==> src/rtl/rr_arbiter_4_pkg.sv <==
// rtl/rr_arbiter_4_pkg.sv - shared types and constants for the four-way round-robin arbiter
// Purpose: requester index type, output-stage occupancy states, requester count,
//          the post-reset last-grant value and a one-hot encode helper.
// Ports:   none (package).
package arb_pkg;

  typedef logic [1:0] req_idx_t;

  typedef enum logic {S_EMPTY, S_FULL} occ_t;

  localparam int NUM_REQ = 4;

  // Starting from 3 makes requester 0 the first one searched after reset.
  localparam req_idx_t RESET_LAST = 2'd3;

  function automatic logic [NUM_REQ-1:0] onehot(input req_idx_t idx);
    return NUM_REQ'(1) << idx;
  endfunction

endpackage

==> src/rtl/rr_arbiter_4_if.sv <==
// rtl/rr_arbiter_4_if.sv - request/response bundle between requesters, arbiter and downstream
// Purpose: groups the four requester words, their valid/ready pairs and the
//          registered output stage handshake into one interface.
// Signals: i_valid[4], i_data0..3[N]  requester side, driven by master
//          o_ready[4]                 one-hot accept, driven by slave
//          o_valid, o_data[N], o_grant_idx[2]  output stage, driven by slave
//          i_ready                    downstream accept, driven by master
interface rr_arbiter_4_if
  import arb_pkg::*;
#(
  parameter int N = 64
);

  logic [NUM_REQ-1:0] i_valid;
  logic [N-1:0]       i_data0;
  logic [N-1:0]       i_data1;
  logic [N-1:0]       i_data2;
  logic [N-1:0]       i_data3;
  logic [NUM_REQ-1:0] o_ready;
  logic               o_valid;
  logic [N-1:0]       o_data;
  req_idx_t           o_grant_idx;
  logic               i_ready;

  modport master (
    output i_valid, i_data0, i_data1, i_data2, i_data3, i_ready,
    input  o_ready, o_valid, o_data, o_grant_idx
  );

  modport slave (
    input  i_valid, i_data0, i_data1, i_data2, i_data3, i_ready,
    output o_ready, o_valid, o_data, o_grant_idx
  );

endinterface

==> src/rtl/rr_arbiter_4_mux.sv <==
// rtl/rr_arbiter_4_mux.sv - 4:1 payload mux driven by the arbiter winner
// Purpose: selects one of four N-bit words.
// Ports:   i_d0..i_d3 [N] in   candidate words
//          i_sel      [2] in   word index
//          o_d        [N] out  selected word
module mux_4
  import arb_pkg::*;
#(
  parameter int N = 64
) (
  input  logic [N-1:0] i_d0,
  input  logic [N-1:0] i_d1,
  input  logic [N-1:0] i_d2,
  input  logic [N-1:0] i_d3,
  input  req_idx_t     i_sel,
  output logic [N-1:0] o_d
);

  always_comb begin
    case (i_sel)
      2'd0:    o_d = i_d0;
      2'd1:    o_d = i_d1;
      2'd2:    o_d = i_d2;
      default: o_d = i_d3;
    endcase
  end

endmodule

==> src/rtl/rr_arbiter_4.sv <==
// rtl/rr_arbiter_4.sv - round-robin arbiter with a single-entry registered output stage
// Purpose: picks one of four requesters in strict rotation, accepts its word and
//          holds it in an output register until downstream takes it.
// Ports:   i_clk    in  1  clock, rising edge
//          i_reset  in  1  synchronous active-high reset
//          bus      slave modport of rr_arbiter_4_if (requesters + downstream)
module rr_arbiter_4
  import arb_pkg::*;
#(
  parameter int N = 64
) (
  input  logic  i_clk,
  input  logic  i_reset,
  rr_arbiter_4_if.slave bus
);

  occ_t         state_q, state_d;
  req_idx_t     last_grant_q, last_grant_d;
  req_idx_t     grant_q, grant_d;
  logic [N-1:0] data_q, data_d;

  req_idx_t     winner;
  req_idx_t     cand;
  logic         found;
  logic         any_valid;
  logic         can_accept;
  logic         accept;
  logic [N-1:0] mux_data;

  // Search starts one past the last grant; k=NUM_REQ wraps back onto last_grant itself,
  // so a lone requester can win repeatedly.
  always_comb begin
    winner = last_grant_q;
    cand   = last_grant_q;
    found  = 1'b0;
    for (int k = 1; k <= NUM_REQ; k++) begin
      cand = last_grant_q + req_idx_t'(k);
      if (!found && bus.i_valid[cand]) begin
        winner = cand;
        found  = 1'b1;
      end
    end
  end

  // Drain and refill may share a cycle; an empty stage never looks at i_ready.
  assign any_valid  = |bus.i_valid;
  assign can_accept = (state_q == S_EMPTY) | bus.i_ready;
  assign accept     = any_valid & can_accept & ~i_reset;

  assign bus.o_ready = accept ? onehot(winner) : '0;

  mux_4 #(.N(N)) u_mux (
    .i_d0  (bus.i_data0),
    .i_d1  (bus.i_data1),
    .i_d2  (bus.i_data2),
    .i_d3  (bus.i_data3),
    .i_sel (winner),
    .o_d   (mux_data)
  );

  always_comb begin
    state_d      = state_q;
    last_grant_d = last_grant_q;
    grant_d      = grant_q;
    data_d       = data_q;
    if (accept) begin
      state_d      = S_FULL;
      last_grant_d = winner;
      grant_d      = winner;
      data_d       = mux_data;
    end else if (state_q == S_FULL && bus.i_ready) begin
      state_d = S_EMPTY;
    end
  end

  always_ff @(posedge i_clk) begin
    if (i_reset) begin
      state_q      <= S_EMPTY;
      last_grant_q <= RESET_LAST;
      grant_q      <= '0;
      data_q       <= '0;
    end else begin
      state_q      <= state_d;
      last_grant_q <= last_grant_d;
      grant_q      <= grant_d;
      data_q       <= data_d;
    end
  end

  assign bus.o_valid     = (state_q == S_FULL);
  assign bus.o_data      = data_q;
  assign bus.o_grant_idx = grant_q;

endmodule
==> src/flat_wrapper.sv <==
// flat-port wrapper written by rule: the top's interface ports become plain ports
module rr_arbiter_4_flat import arb_pkg::*;
#(
  parameter int N = 64
)
  (i_clk, i_reset, bus_i_valid, bus_i_data0, bus_i_data1, bus_i_data2, bus_i_data3, bus_i_ready, bus_o_ready, bus_o_valid, bus_o_data, bus_o_grant_idx);
  rr_arbiter_4_if #(.N(N)) bus_i ();
  input  logic i_clk;
  input  logic i_reset;
  input wire logic [$bits(bus_i.i_valid)-1:0] bus_i_valid;
  input wire logic [$bits(bus_i.i_data0)-1:0] bus_i_data0;
  input wire logic [$bits(bus_i.i_data1)-1:0] bus_i_data1;
  input wire logic [$bits(bus_i.i_data2)-1:0] bus_i_data2;
  input wire logic [$bits(bus_i.i_data3)-1:0] bus_i_data3;
  input wire logic [$bits(bus_i.i_ready)-1:0] bus_i_ready;
  output wire logic [$bits(bus_i.o_ready)-1:0] bus_o_ready;
  output wire logic [$bits(bus_i.o_valid)-1:0] bus_o_valid;
  output wire logic [$bits(bus_i.o_data)-1:0] bus_o_data;
  output wire logic [$bits(bus_i.o_grant_idx)-1:0] bus_o_grant_idx;
  assign bus_i.i_valid = bus_i_valid;
  assign bus_i.i_data0 = bus_i_data0;
  assign bus_i.i_data1 = bus_i_data1;
  assign bus_i.i_data2 = bus_i_data2;
  assign bus_i.i_data3 = bus_i_data3;
  assign bus_i.i_ready = bus_i_ready;
  assign bus_o_ready = bus_i.o_ready;
  assign bus_o_valid = bus_i.o_valid;
  assign bus_o_data = bus_i.o_data;
  assign bus_o_grant_idx = bus_i.o_grant_idx;
  rr_arbiter_4 #(.N(N)) u_core (.i_clk(i_clk), .i_reset(i_reset), .bus(bus_i));
endmodule
==> config.mk <==
export PLATFORM = sky130hd
export DESIGN_NAME = rr_arbiter_4_flat
export DESIGN_NICKNAME = d
export VERILOG_FILES = /design/src/rtl/rr_arbiter_4_pkg.sv /design/src/rtl/rr_arbiter_4_if.sv /design/src/rtl/rr_arbiter_4_mux.sv /design/src/rtl/rr_arbiter_4.sv /design/src/flat_wrapper.sv
export SDC_FILE = /design/constraint.sdc
export NUM_CORES = 1
export LEC_CHECK = 0
export CORE_MARGIN = 10
export CORE_UTILIZATION = 38
export DETAILED_ROUTE_END_ITERATION = 6
export PLACE_DENSITY = 0.83
export SLEW_MARGIN = 10
export SYNTH_ARGS = -nofsm -noshare
export SYNTH_HDL_FRONTEND = slang
export SYNTH_SLANG_ARGS = --single-unit
==> constraint.sdc <==
create_clock -name i_clk -period 2.28 [get_ports i_clk]
set_input_delay 0.342 -clock i_clk [delete_from_list [all_inputs] [get_ports i_clk]]
set_output_delay 0.342 -clock i_clk [all_outputs]
set_load 0.05 [all_outputs]
## After elaboration in Yosys (flattened, before gate mapping)

Cells that the tools add are included.

- Word-level logic and storage cells: 48
- Flip-flop bits (word level): 69
- Input port bits: 263
- Output and inout port bits: 71

- Shift operators: 1
- Multiplexer cells: 19
- $add $sub $neg: 3
- Eq/ne operators: 2
- Bitwise logic cells: 5
- Order comparisons: 4
- Reduce and logical (&&, ||, !) cells: 10

Operator list:

| operator | count |
|---|---|
| 64-bit one-hot mux with 3 select lines | 1 |
| 2-bit by 3-bit less-than comparator with 1-bit output (second input constant) | 4 |
| 1-bit 2-to-1 mux | 9 |
| 1-bit binary-select mux with 2-bit select | 4 |
| 2-bit 2-to-1 mux | 4 |
| 2-bit adder (second input constant) | 2 |
| 1-bit logical AND | 4 |
| 4-bit 2-to-1 mux | 1 |
| 4-bit OR reduction | 1 |
| 1-bit by 2-bit << shifter with 4-bit output (first input constant) | 1 |
| 1-bit zero test | 3 |
| 2-bit by 1-bit adder with 2-bit output (second input constant) | 1 |
| 1-bit bitwise AND | 2 |
| 2-bit by 1-bit equality test with 1-bit output (second input constant) | 1 |
| 2-bit equality test (second input constant) | 1 |
| 2-bit zero test | 1 |
| 1-bit NOT | 2 |
| 2-bit nonzero test | 1 |
| 1-bit OR | 1 |

## Depth between registers and ports, before layout

- Depth in word-level cells: 15
- Depth in mapped cells: 8
- Depth with buffers taken out: 5

## Cells and area by module

Synthesis repeated with hierarchy kept, for this count alone.

- Cells, all modules: 395
- Area total of the unflattened synthesis: 4,226.6 µm²

Modules (own cells, without submodules):

| module | area an instance (µm²) | instances | sequential area each (µm²) | cells each |
|---|---|---|---|---|
| rr_arbiter_4 | 2,603.7 | 1 | 1,381.3 | 317 |
| mux_4 | 1,622.8 | 1 | 0.0 | 78 |

## Least setup slack after synthesis

No wires, ideal clock.

- Path type: input-to-output
- Start: input bus_i_valid[1]
- End: output bus_o_ready[1]
- Stages: 6
- Buffers on the path: 2
- Arrival time: 2.390 ns
- Path slack: -0.452 ns
- Required time: 1.938 ns
- Cell sequence: nor2b_2 -> a21oi_1 -> o211ai_2 -> buf_4 -> buf_2 -> nor3b_1

- Longest elaborated chain between the ends: 14
- Elaborated cells on any way between the ends: 26
- Those cells by class: shift: 1; mux: 16; bitwise: 2; reduce/logical: 7

RTL lines:

| item | RTL line | text |
|---|---|---|
| start: declaration | flat_wrapper.sv:10 | `input wire logic [$bits(bus_i.i_valid)-1:0] bus_i_valid;` |
| 1-bit binary-select mux with 2-bit select | rr_arbiter_4.sv:38 | `if (!found && bus.i_valid[cand]) begin` |
| 1-bit 2-to-1 mux (not written as such) | rr_arbiter_4.sv:38 |  |
| 1-bit 2-to-1 mux | rr_arbiter_4.sv:38 |  |
| 1-bit zero test | rr_arbiter_4.sv:38 |  |
| 1-bit logical AND | rr_arbiter_4.sv:38 |  |
| 1-bit 2-to-1 mux | rr_arbiter_4.sv:38 |  |
| 1-bit zero test | rr_arbiter_4.sv:38 |  |
| 1-bit logical AND | rr_arbiter_4.sv:38 |  |
| 1-bit 2-to-1 mux | rr_arbiter_4.sv:38 |  |
| 1-bit zero test | rr_arbiter_4.sv:38 |  |
| 1-bit logical AND | rr_arbiter_4.sv:38 |  |
| 2-bit 2-to-1 mux | rr_arbiter_4.sv:38 |  |
| 1-bit by 2-bit << shifter with 4-bit output | rr_arbiter_4_pkg.sv:17 | `return NUM_REQ'(1) << idx;` |
| 4-bit 2-to-1 mux * | rr_arbiter_4.sv:50 | `assign bus.o_ready = accept ? onehot(winner) : '0;` |
| end: declaration | flat_wrapper.sv:16 | `output wire logic [$bits(bus_i.o_ready)-1:0] bus_o_ready;` |

Mark *: on every way between the ends. The rest lies on a longest branch, timed or not. The select of a mux whose other input is x is not followed.

## Worst setup path after layout

- Start: register u_core.last_grant_q[0]
- End: output bus_o_ready[2]

- Longest elaborated chain between the ends: 15
- Elaborated cells on any way between the ends: 26
- Those cells by class: add/sub: 3; shift: 1; mux: 16; reduce/logical: 6

RTL lines:

| item | RTL line | text |
|---|---|---|
| start: declaration | rr_arbiter_4.sv:18 | `req_idx_t last_grant_q, last_grant_d;` |
| start signal: assignment | rr_arbiter_4.sv:84 | `last_grant_q <= last_grant_d;` |
| 2-bit by 1-bit adder with 2-bit output | rr_arbiter_4.sv:37 | `cand = last_grant_q + req_idx_t'(k);` |
| 1-bit binary-select mux with 2-bit select | rr_arbiter_4.sv:38 |  |
| 1-bit 2-to-1 mux (not written as such) | rr_arbiter_4.sv:38 |  |
| 1-bit 2-to-1 mux | rr_arbiter_4.sv:38 |  |
| 1-bit zero test | rr_arbiter_4.sv:38 |  |
| 1-bit logical AND | rr_arbiter_4.sv:38 |  |
| 1-bit 2-to-1 mux | rr_arbiter_4.sv:38 |  |
| 1-bit zero test | rr_arbiter_4.sv:38 |  |
| 1-bit logical AND | rr_arbiter_4.sv:38 |  |
| 1-bit 2-to-1 mux | rr_arbiter_4.sv:38 |  |
| 1-bit zero test | rr_arbiter_4.sv:38 |  |
| 1-bit logical AND | rr_arbiter_4.sv:38 |  |
| 2-bit 2-to-1 mux * | rr_arbiter_4.sv:38 |  |
| 1-bit by 2-bit << shifter with 4-bit output * | rr_arbiter_4_pkg.sv:17 |  |
| 4-bit 2-to-1 mux * | rr_arbiter_4.sv:50 |  |

Marked as above.

==> results.py <==
metrics = {
    "min_path": {
        "hp-class": "input pin to flip-flop",
    },
    "route": {
        "drt_iter0_markers": 427,
        "num_vias": 6227,
        "vias_per_cell": 5.54,
        "ant_nets": 0,
        "wl_per_cell_um": 21.9,
        "drc": 0,
        "dr.pass1.iters": 7,
        "drt-total-wl_mm": 24.7,
    },
    "timing": {
        "drv_slew": 0,
        "fin_setup_tns_ns": 0,
        "finalHoldViolCount": 0,
        "setup_viol": 0,
        "setup_slack_ns": 0.109,
        "min_period_ns": 2.17,
        "rsz0062_at_grt": "no",
        "worstMarginPinSlew_ns": 0.577,
        "finalCritPeriodShare_pct": 95.2,
        "slew-limit-headroom_pct": 61.4,
        "fin_skew_ns": 0.00618,
        "fmax_mhz": 461,
    },
    "logic_synthesis": {
        "yosysWarnings": 0,
        "netlist_area_mm2": 0.00526,
        "synthCells": 628,
        "ys_types": 35,
        "ys_top_cells_by_area": "dfxtp_1 26%, o41ai_2 18%, a211oi_2 14%, nor2_1 9.8%, and3_1 7.6%",
        "ys_ff_latch": 69,
        "synth_edf_count": 0,
        "synthDominantCellAreaShare_pct": 26.3,
        "ys.flop_type": "dfxtp_1",
        "synth_nets": 891,
        "ys_seq_area_share_pct": 26.3,
        "postSynthAreaPerCell_um2": 8.37,
        "synth_top_area_cell": "dfxtp_1",
        "async_flop_share_pct": 0,
    },
    "global_routing": {
        "grt_pass1_vias": 6382,
        "antenna_found_initial": 0,
        "grt_overflow": 0,
        "grt_use_total_pct": 24.6,
        "grt_pass1_wl_mm": 36.3,
        "grt_max_degree": 65,
    },
    "clock_network": {
        "ctsHoldBuffers": 0,
        "htreeDepth": 3,
        "numCtsBuffers": 9,
        "root_buffer": "clkbuf_16",
        "cts_tree": "built",
        "clkLatencyLatePin_ns": 0.33,
        "path_clk_slew_ns": 0.06,
        "cts_max_path_buffers": 2,
        "cts_sinks": 69,
    },
    "finish": {
        "drive_gt1_share_pct": 20.0,
        "n_fill_cell": 1041,
        "seqCellArea_mm2": 0.00138,
        "syn2layout_area_growth_pct": 77.9,
        "nNetsFinal": 1207,
        "multi_input_area_mm2": 0.00359,
        "layoutNonFillerInstCount": 1125,
        "diodes": 0,
        "final_util_pct": 69.8,
    },
    "floorplan": {
        "die_y_um": 138,
        "core-area_mm2": 0.0134,
        "initial_core_util_pct": 39.2,
        "rows": 42,
        "dieArea_mm2": 0.0189,
        "die_w_um": 138,
        "ios": 334,
    },
    "critical_path": {
        "critPathMaxStageDelay_ns": 0.51,
        "cp.required_ns": 1.94,
        "cp-start-kind": "flip-flop",
        "arrival_ns": 1.83,
        "crit_type": "flip-flop to output pin",
        "crit_buf_inv": 2,
        "path_cells": "nor2b_4, a21oi_1, o211ai_4, buf_4, nor2_4, buf_12",
        "worstPathMaxFanout": 6,
        "cp-end-kind": "output pin",
        "critical-path-top-delay-family": "flip-flops",
        "crit_slowest_cell": "dfxtp_1",
    },
    "power": {
        "vdd.ir_drop.worst_mv": 0.394,
        "leakage_nw": 3.73,
        "power_density_mw_per_mm2": 617,
        "report.power.total_w": 0.00577,
    },
    "placed_design": {
        "routabilityCongestion": 0.852,
        "pre_cts_ws_ns": -0.111,
        "portBuffers": 333,
        "dp.cells": 1105,
        "hpwl_mm": 18.4,
    },
    "run": {
        "cap_violations": 0,
    },
    "outcome": {
        "status": "complete, no violations",
    },
}
## cell type report
| cell class | count | area share (%) |
|---|---|---|
| Sequential cell | 69 | 14.8 |
| Clock buffer | 15 | 2.86 |
| Multi-Input combinational cell | 492 | 38.4 |
| Timing Repair Buffer | 370 | 41.5 |
| Tap cell | 176 | 2.35 |
| Clock inverter | 1 | 0.0535 |
| Inverter | 2 | 0.0802 |
## Yosys cell counts, drive strengths merged (2+ instances only)
cell type    n
nor3         3
inv          2
o41ai       64
o21ai       67
nor2       138
nand2b       3
buf         50
nor2b        6
clkbuf      15
and3        64
nand2       69
a21oi        2
dfxtp       69
a211oi      64
## kinds of logic after synthesis
kind of cell	Yosys count	share of synthesized area, %
and+or+nand+nor	289	24.8
AOI/OAI and AO/OA	202	41.4
DFF	69	26.3
buffers and inverters	67	7.35
muxes	1	0.190
## per-stage QoR
stage / cell area, um2 / hold slack, ns
5_1_grt: 9360 / 0.456
3_5_place_dp: 8990 / 0.436
3_3_place_gp: 8990 / 0.433
4_1_cts: 9300 / 0.455
6_report: 9360 / 0.407
2_1_floorplan: 5270 / 0.508
## cells in the final DEF (no fill, tap or decap), types with 2 or more instances in the layout
cell type / netlist / layout
inv_1: 2 / 2
clkbuf_8: 0 / 2
nor2_1: 137 / 135
a211oi_2: 59 / 59
clkbuf_1: 14 / 4
clkdlybuf4s50_1: 0 / 325
o21ai_0: 22 / 22
dfxtp_1: 69 / 69
nand2b_2: 0 / 2
and3_1: 64 / 64
o41ai_2: 59 / 59
dlymetal6s2s_1: 0 / 3
o21ai_1: 45 / 43
nand2_1: 68 / 68
o41ai_1: 5 / 5
nor3_1: 3 / 2
buf_12: 0 / 22
buf_4: 6 / 19
clkbuf_16: 0 / 9
a21oi_1: 2 / 2
nor2b_4: 0 / 2
nor2b_1: 4 / 3
a211oi_1: 5 / 5
nor2_4: 0 / 2
## repair_timing
item | CTS | global route
pin swaps | 1 | 5
endpoints found under the setup margin | 4 | 4
buffers inserted | 2 | 2
gates resized for setup | 4 | 11
gates cloned | 0 | 0
## worst reg2reg max path: cells and delay by family (launching register included)
family	cells	cell delay [ns]
buf+inv	2	0.34
compound gates	2	0.42
simple gates	3	0.66
flops	1	0.51
## sequential cells by signal, indices dropped and copies added (netlist names)
name	flops
u_core.bus.o_data	64
u_core.bus.o_grant_idx	2
u_core.bus.o_valid	1
u_core.last_grant_q	2
## report_power, final
part	switching [W]	internal (W)
sequential	0.000112	0.00139
clock	0.000559	0.000798
combinational	0.00163	0.00129
total	0.00230	0.00348
## path summary, 6_finish.rpt
check | end | slack, ns | cells after the start | from
max | bus_o_ready[2] | 0.11 | 6 | u_core.last_grant_q[0]$_SDFFE_PP1P_
max reg2reg | u_core.bus.o_data[13]$_SDFFE_PP0P_ | 0.24 | 7 | u_core.last_grant_q[0]$_SDFFE_PP1P_
min | u_core.bus.o_valid$_SDFFE_PP0P_ | 0.41 | 3 | bus_i_valid[1]
min reg2reg | u_core.bus.o_data[12]$_SDFFE_PP0P_ | 0.45 | 2 | u_core.bus.o_data[12]$_SDFFE_PP0P_
## per-layer routing
layer	global-route usage (%)	share of wire, %
met4	10.2	3.2
met1	28.6	37
met2	40.8	49
met5	0	0
met3	7.83	11
Power figures use the tool's default switching activity.
